`src/rtl/perceptron_delta_engine_pkg.sv`:
```
// Shared constants and types for the perceptron backward (delta) path.
// The forward activation stage imports the same ONE / NEG_ONE constants so
// both directions clamp at exactly the same points.
//
// Contents:
//   DATA_W / ACC_W / PROD_W : Q2.14 sample, pre-activation and product widths
//   Q_ONESHIFT              : fractional bits of the Q2.14 format
//   ONE / NEG_ONE           : +1.0 / -1.0 at pre-activation width (48 bits)
//   state_e                 : delta engine FSM states
package perceptron_delta_engine_pkg;

  localparam int DATA_W     = 16;
  localparam int ACC_W      = 48;
  localparam int PROD_W     = 33;
  localparam int Q_ONESHIFT = 14;

  localparam logic signed [ACC_W-1:0] ONE     = 48'sd1 <<< Q_ONESHIFT;
  localparam logic signed [ACC_W-1:0] NEG_ONE = -ONE;

  typedef enum logic [1:0] {
    IDLE   = 2'd0,
    DELTA  = 2'd1,
    STREAM = 2'd2
  } state_e;

endpackage

```
`src/rtl/perceptron_delta_engine_sat_shift_q14.sv`:
```
// sat_shift_q14: combinational arithmetic right shift of a 33-bit signed
// product followed by saturation to the signed 16-bit Q2.14 range.
// The shift floors toward minus infinity (no rounding), matching the delta
// path; the weight-update adder instantiates the same block.
//
// Ports:
//   i_p : signed 33-bit product
//   o_q : signed 16-bit shifted and saturated result
module sat_shift_q14
  import perceptron_delta_engine_pkg::*;
#(
  parameter int SHIFT = 18
) (
  input  logic signed [PROD_W-1:0] i_p,
  output logic signed [DATA_W-1:0] o_q
);

  localparam logic signed [PROD_W-1:0] MAX_V = 33'sd32767;
  localparam logic signed [PROD_W-1:0] MIN_V = -33'sd32768;

  function automatic logic signed [DATA_W-1:0] sat_q14(
    input logic signed [PROD_W-1:0] v
  );
    logic signed [DATA_W-1:0] q;
    if (v > MAX_V) begin
      q = 16'sh7FFF;
    end else if (v < MIN_V) begin
      q = 16'sh8000;
    end else begin
      q = v[DATA_W-1:0];
    end
    return q;
  endfunction

  logic signed [PROD_W-1:0] w_shifted;

  assign w_shifted = i_p >>> SHIFT;
  assign o_q       = sat_q14(w_shifted);

endmodule

```
`src/rtl/perceptron_delta_engine.sv`:
```
// perceptron_delta_engine: backward path of the perceptron activation.
// Takes one sample's 48-bit pre-activation z and Q2.14 target, forms the
// hard-tanh error term (zero when the forward clamp saturated), then streams
// N_INPUTS Q2.14 inputs x and returns one saturated Q2.14 weight delta per x.
//
// Ports:
//   i_clk, i_rst_n                 : clock, asynchronous active-low reset
//   i_start_valid / o_start_ready  : sample handshake, captures i_z, i_target
//   i_z                            : signed 48-bit pre-activation
//   i_target                       : signed Q2.14 target
//   i_x_valid / o_x_ready, i_x     : input stream
//   o_dw_valid / i_dw_ready, o_dw  : delta stream, o_dw_last on the final one
//   o_busy                         : high whenever the FSM is not IDLE
module perceptron_delta_engine
  import perceptron_delta_engine_pkg::*;
#(
  parameter int N_INPUTS = 2,
  parameter int LR_SHIFT = 4,
  parameter int ONESHIFT = 14
) (
  input  logic                     i_clk,
  input  logic                     i_rst_n,
  input  logic                     i_start_valid,
  output logic                     o_start_ready,
  input  logic signed [ACC_W-1:0]  i_z,
  input  logic signed [DATA_W-1:0] i_target,
  input  logic                     i_x_valid,
  output logic                     o_x_ready,
  input  logic signed [DATA_W-1:0] i_x,
  output logic                     o_dw_valid,
  input  logic                     i_dw_ready,
  output logic signed [DATA_W-1:0] o_dw,
  output logic                     o_dw_last,
  output logic                     o_busy
);

  localparam int IDX_W = (N_INPUTS < 1) ? 1 : $clog2(N_INPUTS + 1);
  localparam logic [IDX_W-1:0] N_IDX    = IDX_W'(N_INPUTS);
  localparam logic [IDX_W-1:0] LAST_IDX = IDX_W'(N_INPUTS - 1);

  state_e                   r_state;
  state_e                   w_state_nxt;
  logic [IDX_W-1:0]         r_idx;

  logic signed [ACC_W-1:0]  r_z_p0;
  logic signed [DATA_W-1:0] r_target_p0;
  logic signed [DATA_W:0]   r_delta_p0;

  logic signed [DATA_W-1:0] r_dw_p1;
  logic                     r_vld_p1;
  logic                     r_last_p1;

  logic                     w_start_hs;
  logic                     w_x_hs;
  logic                     w_dw_hs;
  logic                     w_sat;
  logic signed [DATA_W-1:0] w_y;
  logic signed [DATA_W:0]   w_err;
  logic signed [DATA_W:0]   w_delta;
  logic signed [PROD_W-1:0] w_p;
  logic signed [DATA_W-1:0] w_dw;

  // ---- stage p0: hard-tanh clamp and error term (DELTA state) ----
  // Strict compares: |z| == ONE is inside the linear region, so the
  // derivative (and hence delta) stays nonzero there.
  always_comb begin
    w_sat = 1'b0;
    w_y   = r_z_p0[DATA_W-1:0];
    if (r_z_p0 > ONE) begin
      w_sat = 1'b1;
      w_y   = 16'sh4000;
    end else if (r_z_p0 < NEG_ONE) begin
      w_sat = 1'b1;
      w_y   = 16'shC000;
    end
  end

  assign w_err   = $signed({r_target_p0[DATA_W-1], r_target_p0})
                 - $signed({w_y[DATA_W-1], w_y});
  assign w_delta = w_sat ? '0 : w_err;

  // ---- stage p1: delta * x, renormalise + learning-rate shift, saturate ----
  assign w_p = $signed({{(PROD_W-DATA_W-1){r_delta_p0[DATA_W]}}, r_delta_p0})
             * $signed({{(PROD_W-DATA_W){i_x[DATA_W-1]}}, i_x});

  sat_shift_q14 #(
    .SHIFT(ONESHIFT + LR_SHIFT)
  ) u_sat_shift (
    .i_p(w_p),
    .o_q(w_dw)
  );

  // FSM next state and handshake readies
  always_comb begin
    w_state_nxt   = r_state;
    o_start_ready = 1'b0;
    o_x_ready     = 1'b0;
    case (r_state)
      IDLE: begin
        o_start_ready = 1'b1;
        if (i_start_valid) w_state_nxt = DELTA;
      end
      DELTA: begin
        w_state_nxt = STREAM;
      end
      STREAM: begin
        // Single-entry output register: a new x may load in the same cycle
        // the held dw is popped.
        o_x_ready = (r_idx < N_IDX) && (!r_vld_p1 || i_dw_ready);
        if (r_vld_p1 && i_dw_ready && r_last_p1) w_state_nxt = IDLE;
      end
      default: begin
        w_state_nxt = IDLE;
      end
    endcase
  end

  assign w_start_hs = i_start_valid && o_start_ready;
  assign w_x_hs     = i_x_valid && o_x_ready;
  assign w_dw_hs    = r_vld_p1 && i_dw_ready;

  // Control and output register; reset discards any pending delta.
  always_ff @(posedge i_clk or negedge i_rst_n) begin
    if (!i_rst_n) begin
      r_state   <= IDLE;
      r_idx     <= '0;
      r_vld_p1  <= 1'b0;
      r_last_p1 <= 1'b0;
      r_dw_p1   <= '0;
    end else begin
      r_state <= w_state_nxt;
      if (r_state == DELTA) r_idx <= '0;
      if (w_x_hs) begin
        r_dw_p1   <= w_dw;
        r_vld_p1  <= 1'b1;
        r_last_p1 <= (r_idx == LAST_IDX);
        r_idx     <= r_idx + 1'b1;
      end else if (w_dw_hs) begin
        r_vld_p1  <= 1'b0;
        r_last_p1 <= 1'b0;
      end
    end
  end

  // Sample operands and the error term carry no reset; they are always
  // rewritten before use.
  always_ff @(posedge i_clk) begin
    if (w_start_hs) begin
      r_z_p0      <= i_z;
      r_target_p0 <= i_target;
    end
    if (r_state == DELTA) r_delta_p0 <= w_delta;
  end

  assign o_dw_valid = r_vld_p1;
  assign o_dw       = r_dw_p1;
  assign o_dw_last  = r_last_p1;
  assign o_busy     = (r_state != IDLE);

endmodule

```
`config.mk`:
```
export PLATFORM = sky130hd
export DESIGN_NAME = perceptron_delta_engine
export DESIGN_NICKNAME = d
export VERILOG_FILES = /design/src/rtl/perceptron_delta_engine_pkg.sv /design/src/rtl/perceptron_delta_engine_sat_shift_q14.sv /design/src/rtl/perceptron_delta_engine.sv
export SDC_FILE = /design/constraint.sdc
export NUM_CORES = 1
export LEC_CHECK = 0
export BUFFER_PORTS_ARGS = -buffer_cell sky130_fd_sc_hd__buf_2
export CORE_UTILIZATION = 40
export CTS_CLUSTER_SIZE = 20
export DETAILED_ROUTE_END_ITERATION = 16
export SLEW_MARGIN = 0
export SYNTH_ARGS = -nofsm -noshare
export SYNTH_HDL_FRONTEND = slang
export SYNTH_HIERARCHICAL = 1
export SYNTH_SLANG_ARGS = --single-unit
```
`constraint.sdc`:
```
create_clock -name i_clk -period 6.4 [get_ports i_clk]
set_input_delay 0.96 -clock i_clk [delete_from_list [all_inputs] [get_ports i_clk]]
set_output_delay 0.96 -clock i_clk [all_outputs]
set_load 0.02 [all_outputs]
```
* Word-level counts from Yosys, hierarchy flattened *
Index checks and enable logic that the tools add are counted.

word-level totals
  flip-flop bits (word level) = 103
  input bits = 85

operators by class
  add/sub/neg operators = 2
  multipliers = 1
  order comparisons = 5
  equality and inequality tests = 5
  muxes and demuxes = 16
  reduce and logical (&&, ||, !) cells = 12

operator list
  cell                                                          count
  2-to-1 mux 16 bit                                             4
  > comparator 48 x 16 -> 1 bit, second input constant          1
  less-than comparator 48 x 15 -> 1 bit, second input constant  1
  multiplier 17 x 16 -> 33 bit                                  1
  subtractor 16 x 16 -> 17 bit                                  1
  > comparator 15 x 16 -> 1 bit, second input constant          1
  less-than comparator 15 x 16 -> 1 bit, second input constant  1
  2-to-1 mux 2 bit                                              4
  2-to-1 mux 1 bit                                              7
  one-hot mux 2 bit (3 select lines)                            1
  nonzero test 2 bit                                            3
  logical AND 1 bit                                             5
  equality test 2 x 1 -> 1 bit, second input constant           2
  inequality test 2 bit, second input constant                  2
  adder 2 x 1 -> 2 bit, second input constant                   1
  equality test 2 bit, second input constant                    1
  logical NOT 2 bit                                             1
  less-than comparator 2 bit, second input constant             1
  AND reduction 2 bit                                           1
  logical NOT 1 bit                                             1
  logical OR 1 bit                                              1

* Longest topological paths before layout *
  word-level depth = 6
  mapped depth = 27
  gate-level depth less buffers = 24

* Hierarchy *
The synthesis kept the hierarchy.

modules (own cells, without submodules)
  module                   times used  cells an instance  area each (sq um)  sequential area each (sq um)
  perceptron_delta_engine  1           1469               14675.3            2982.9
  sat_shift_q14            1           16                 116.4              0.0

* Least setup slack after synthesis *
No wires, ideal clock.

  kind = input-to-reg
  start = input i_x[9]
  end = register r_dw_p1[13] (netlist: o_dw[13])
  library setup time = 0.125 ns
  arrival time = 7.179 ns
  required time = 6.275 ns
  path slack = -0.904 ns
  stages = 24
  cell sequence = clkbuf_1 -> clkbuf_1 -> nand2_1 -> fa_1 -> inv_1 -> fa_1 -> fa_1 -> fa_1 -> fa_1 -> inv_1 -> fa_1 -> inv_1 -> ha_1 -> buf_6 -> a211o_1 -> a211oi_2 -> o21bai_1 -> a311oi_1 -> a41o_1 -> or4_1 -> a31oi_1 -> xnor2_1 -> buf_4 -> mux2_2

between the ends
  cells in the longest elaborated chain, start to end = 4

ends and longest elaborated chain
  item                                   line                                         RTL
  start, declared                        perceptron_delta_engine.sv:29                input logic signed [DATA_W-1:0] i_x,
  multiplier 17 x 16 -> 33 bit *         perceptron_delta_engine.sv:84                * $signed({{(PROD_W-DATA_W){i_x[DATA_W-1]}}, i_x});
  net w_p[31]                            perceptron_delta_engine.sv:60                logic signed [PROD_W-1:0] w_p;
  less-than comparator 15 x 16 -> 1 bit  perceptron_delta_engine_sat_shift_q14.sv:27  end else if (v < MIN_V) begin
  2-to-1 mux 16 bit                      perceptron_delta_engine_sat_shift_q14.sv:27
  2-to-1 mux 16 bit *                    perceptron_delta_engine_sat_shift_q14.sv:25  if (v > MAX_V) begin
  net w_dw[13]                           perceptron_delta_engine.sv:61                logic signed [DATA_W-1:0] w_dw;
  end signal, assigned                   perceptron_delta_engine.sv:134               r_dw_p1 <= w_dw;
  end, declared                          perceptron_delta_engine.sv:49                logic signed [DATA_W-1:0] r_dw_p1;

The timed path passes the listed nets; every way through them passes the cells marked *.
A chain may end at the register's enable or synchronous reset.

* Worst setup path in the final report *
  start = input i_x[3]
  end = register r_dw_p1[11] (netlist: o_dw[11])

between the ends
  cells in the longest elaborated chain, start to end = 4

ends and longest elaborated chain
  item                                   line
  multiplier 17 x 16 -> 33 bit *         perceptron_delta_engine.sv:84
  net w_p[29]                            perceptron_delta_engine.sv:60
  less-than comparator 15 x 16 -> 1 bit  perceptron_delta_engine_sat_shift_q14.sv:27
  2-to-1 mux 16 bit                      perceptron_delta_engine_sat_shift_q14.sv:27
  2-to-1 mux 16 bit *                    perceptron_delta_engine_sat_shift_q14.sv:25

Marked as above.

==> out/qor.yml <==
cap_violations: 0
hold-worst-slack_ns: 0.502
finalSetupViolations: 3
r2r_cells: 24
numPortBuffers: 105
cts.sinks: 103
clk_latency_ns: 0.36
worst_slew_pin_slew_ns: 0.918
viasPerCell: 4.78
dieHeight_um: 193
slew_violations: 0
post_drt_wl_per_cell_um: 14.9
area_growth_pct: 20.1
cts_buffers: 9
syn-num-nets: 1918
dp_hpwl_um: 26600
root_buffer: "clkbuf_16"
cts_buffer_depth: 2
path_max_fanout: 4
grt_overflow: 0
grt_max_degree: 65
min_period_ns: 6.50
rsz0062_at_grt: "true"
dr.first_iter.drc_count: 460
gp_congestion: 0.852
hold_viol: 0
crit_required_ns: 6.64
coreArea_um2: 35700
syn_area_um2: 14600
drt_pass1_iterations: 12
fmax_mhz: 154
critPathSlowestCell: "fa_1"
use_met3: 0.0271
cp_data_arrival_time_ns: 6.74
cpPeakStageDelay_ns: 0.56
cp-start-kind: "primary input"
num_io_pins: 106
top_usage_layer: "met2"
grt_pass1_wl_um: 53800
hold_class: "reg -> reg"
num_rows: 69
status: "complete, but fails checks"
die_w_um: 193
place_area_um2: 16600
fin_ws_ns: -0.0968
crit_path_end_kind: "flop"
routed_wirelength_um: 31900
clk_pin_slew_ns: 0.07
route.detailed.drc: 1
syn_area_per_cell_um2: 10.0
use_met1: 0.233
finalNetCount: 2130
ant_nets: 0
antenna_found_initial: 1
cp_top_family: "adder cells"
cp_num_buf_inv: 8
holdBufCountCts: 0
yosysWarningCount: 6
worst-setup-path-type: "in -> reg"
fin_tns_setup_ns: -0.176
fin_crit_sh: 1.02
synth_cells: 1455
final_cell_area_um2: 17500
die_area_um2: 37200
slew_headroom: 0.386
htreeDepth: 3
violations: "DRC, setup timing"
cts_tree: "done"
grt_util_met2: 0.328
skew_ns: 0.00556
start_util: 0.408
drive_above_1_share: 0.237
min_path_cells: 1
crit_cells: 26
grt_pass1_vias: 11100
grt.total_usage: 0.187
via_count: 10200
state kept, by name, summed over array words and instances (netlist names):
signal and count:
r_state 2, r_idx 2, o_dw 16, r_target_p0 16
o_dw_last 1, r_delta_p0 17, r_z_p0 48, o_dw_valid 1
worst reg2reg max path, delay by kind of cell, from the launching register on:
kind | cells | cell delay [ns]
adders and majority gates | 7 | 3.43
AOI/OAI and AO/OA | 5 | 0.90
buffers and inverters | 6 | 0.60
DFF | 1 | 0.54
and+or+nand+nor | 4 | 0.48
muxes | 1 | 0.26
xor gates and xnor gates | 1 | 0.11
cell usage in the layout, fill, tap and decap left out, types with 7 or more instances in the layout:
cell / n
edfxtp_1: 81
buf_6: 12
a21oi_2: 8
mux2_2: 13
buf_4: 145
dfrtp_1: 22
inv_1: 341
a21oi_1: 16
nand2b_1: 7
nor3_1: 11
xnor2_1: 26
and2_4: 11
fa_2: 14
buf_2: 90
ha_1: 87
nor4_1: 12
o21ai_0: 17
nor2_1: 33
and2_1: 128
clkbuf_16: 9
inv_2: 17
o21a_1: 7
ha_4: 13
nand2_1: 147
buf_12: 7
fa_1: 263
nand4_1: 14
nand3_1: 10
what timing repair did:
action	CTS	global route
hold endpoints to repair	0	0
setup buffers	7	9
cloned	1	0
setup endpoints to repair	8	12
gates resized for setup	49	79
pin swaps	45	62
routing by layer:
| layer | share of wire | up-vias |
|---|---|---|
| met1 | 0.42 | 5124 |
| met2 | 0.51 | 219 |
| met3 | 0.045 | 47 |
| met4 | 0.031 | 0 |
| li1 | - | 4817 |
| met5 | 0 | - |
area by class of cell:
| class | instances | area [um^2] |
|---|---|---|
| Antenna cell | 1 | 2.50 |
| Clock buffer | 10 | 229 |
| Clock inverter | 6 | 57.6 |
| Fill cell | 3368 | 18200 |
| Inverter | 360 | 1360 |
| Multi-Input combinational cell | 934 | 10400 |
| Sequential cell | 103 | 2980 |
| Tap cell | 461 | 577 |
| Timing Repair Buffer | 258 | 1860 |
| Timing Repair inverter | 1 | 7.51 |
through the flow:
stage               utilization  setup WS (ns)  cells
floorplan                     -         -0.511   1455
global placement          0.464         -0.737   2100
detailed placement        0.464         -0.799   2100
CTS                       0.480         -0.154   2124
global route              0.490         -0.330   2134
finish                    0.490        -0.0968   2134
final timing paths:
path,startpoint,endpoint,slack [ns]
hold / removal,o_dw[7]$_DFFE_PN0P_,o_dw[7]$_DFFE_PN0P_,0.50
hold reg to reg,o_dw[7]$_DFFE_PN0P_,o_dw[7]$_DFFE_PN0P_,0.50
min in group asynchronous,i_rst_n,o_dw[1]$_DFFE_PN0P_,0.57
setup reg to reg,r_delta_p0[11]$_SDFFCE_PP0P_,o_dw[11]$_DFFE_PN0P_,-0.03
setup / recovery,i_x[3],o_dw[11]$_DFFE_PN0P_,-0.1
max in group asynchronous,i_rst_n,r_idx[0]$_DFFE_PN0P_,5.48
Power is not shown: default switching activity piles up to over one toggle a cycle in this logic, so the estimate is an artifact.
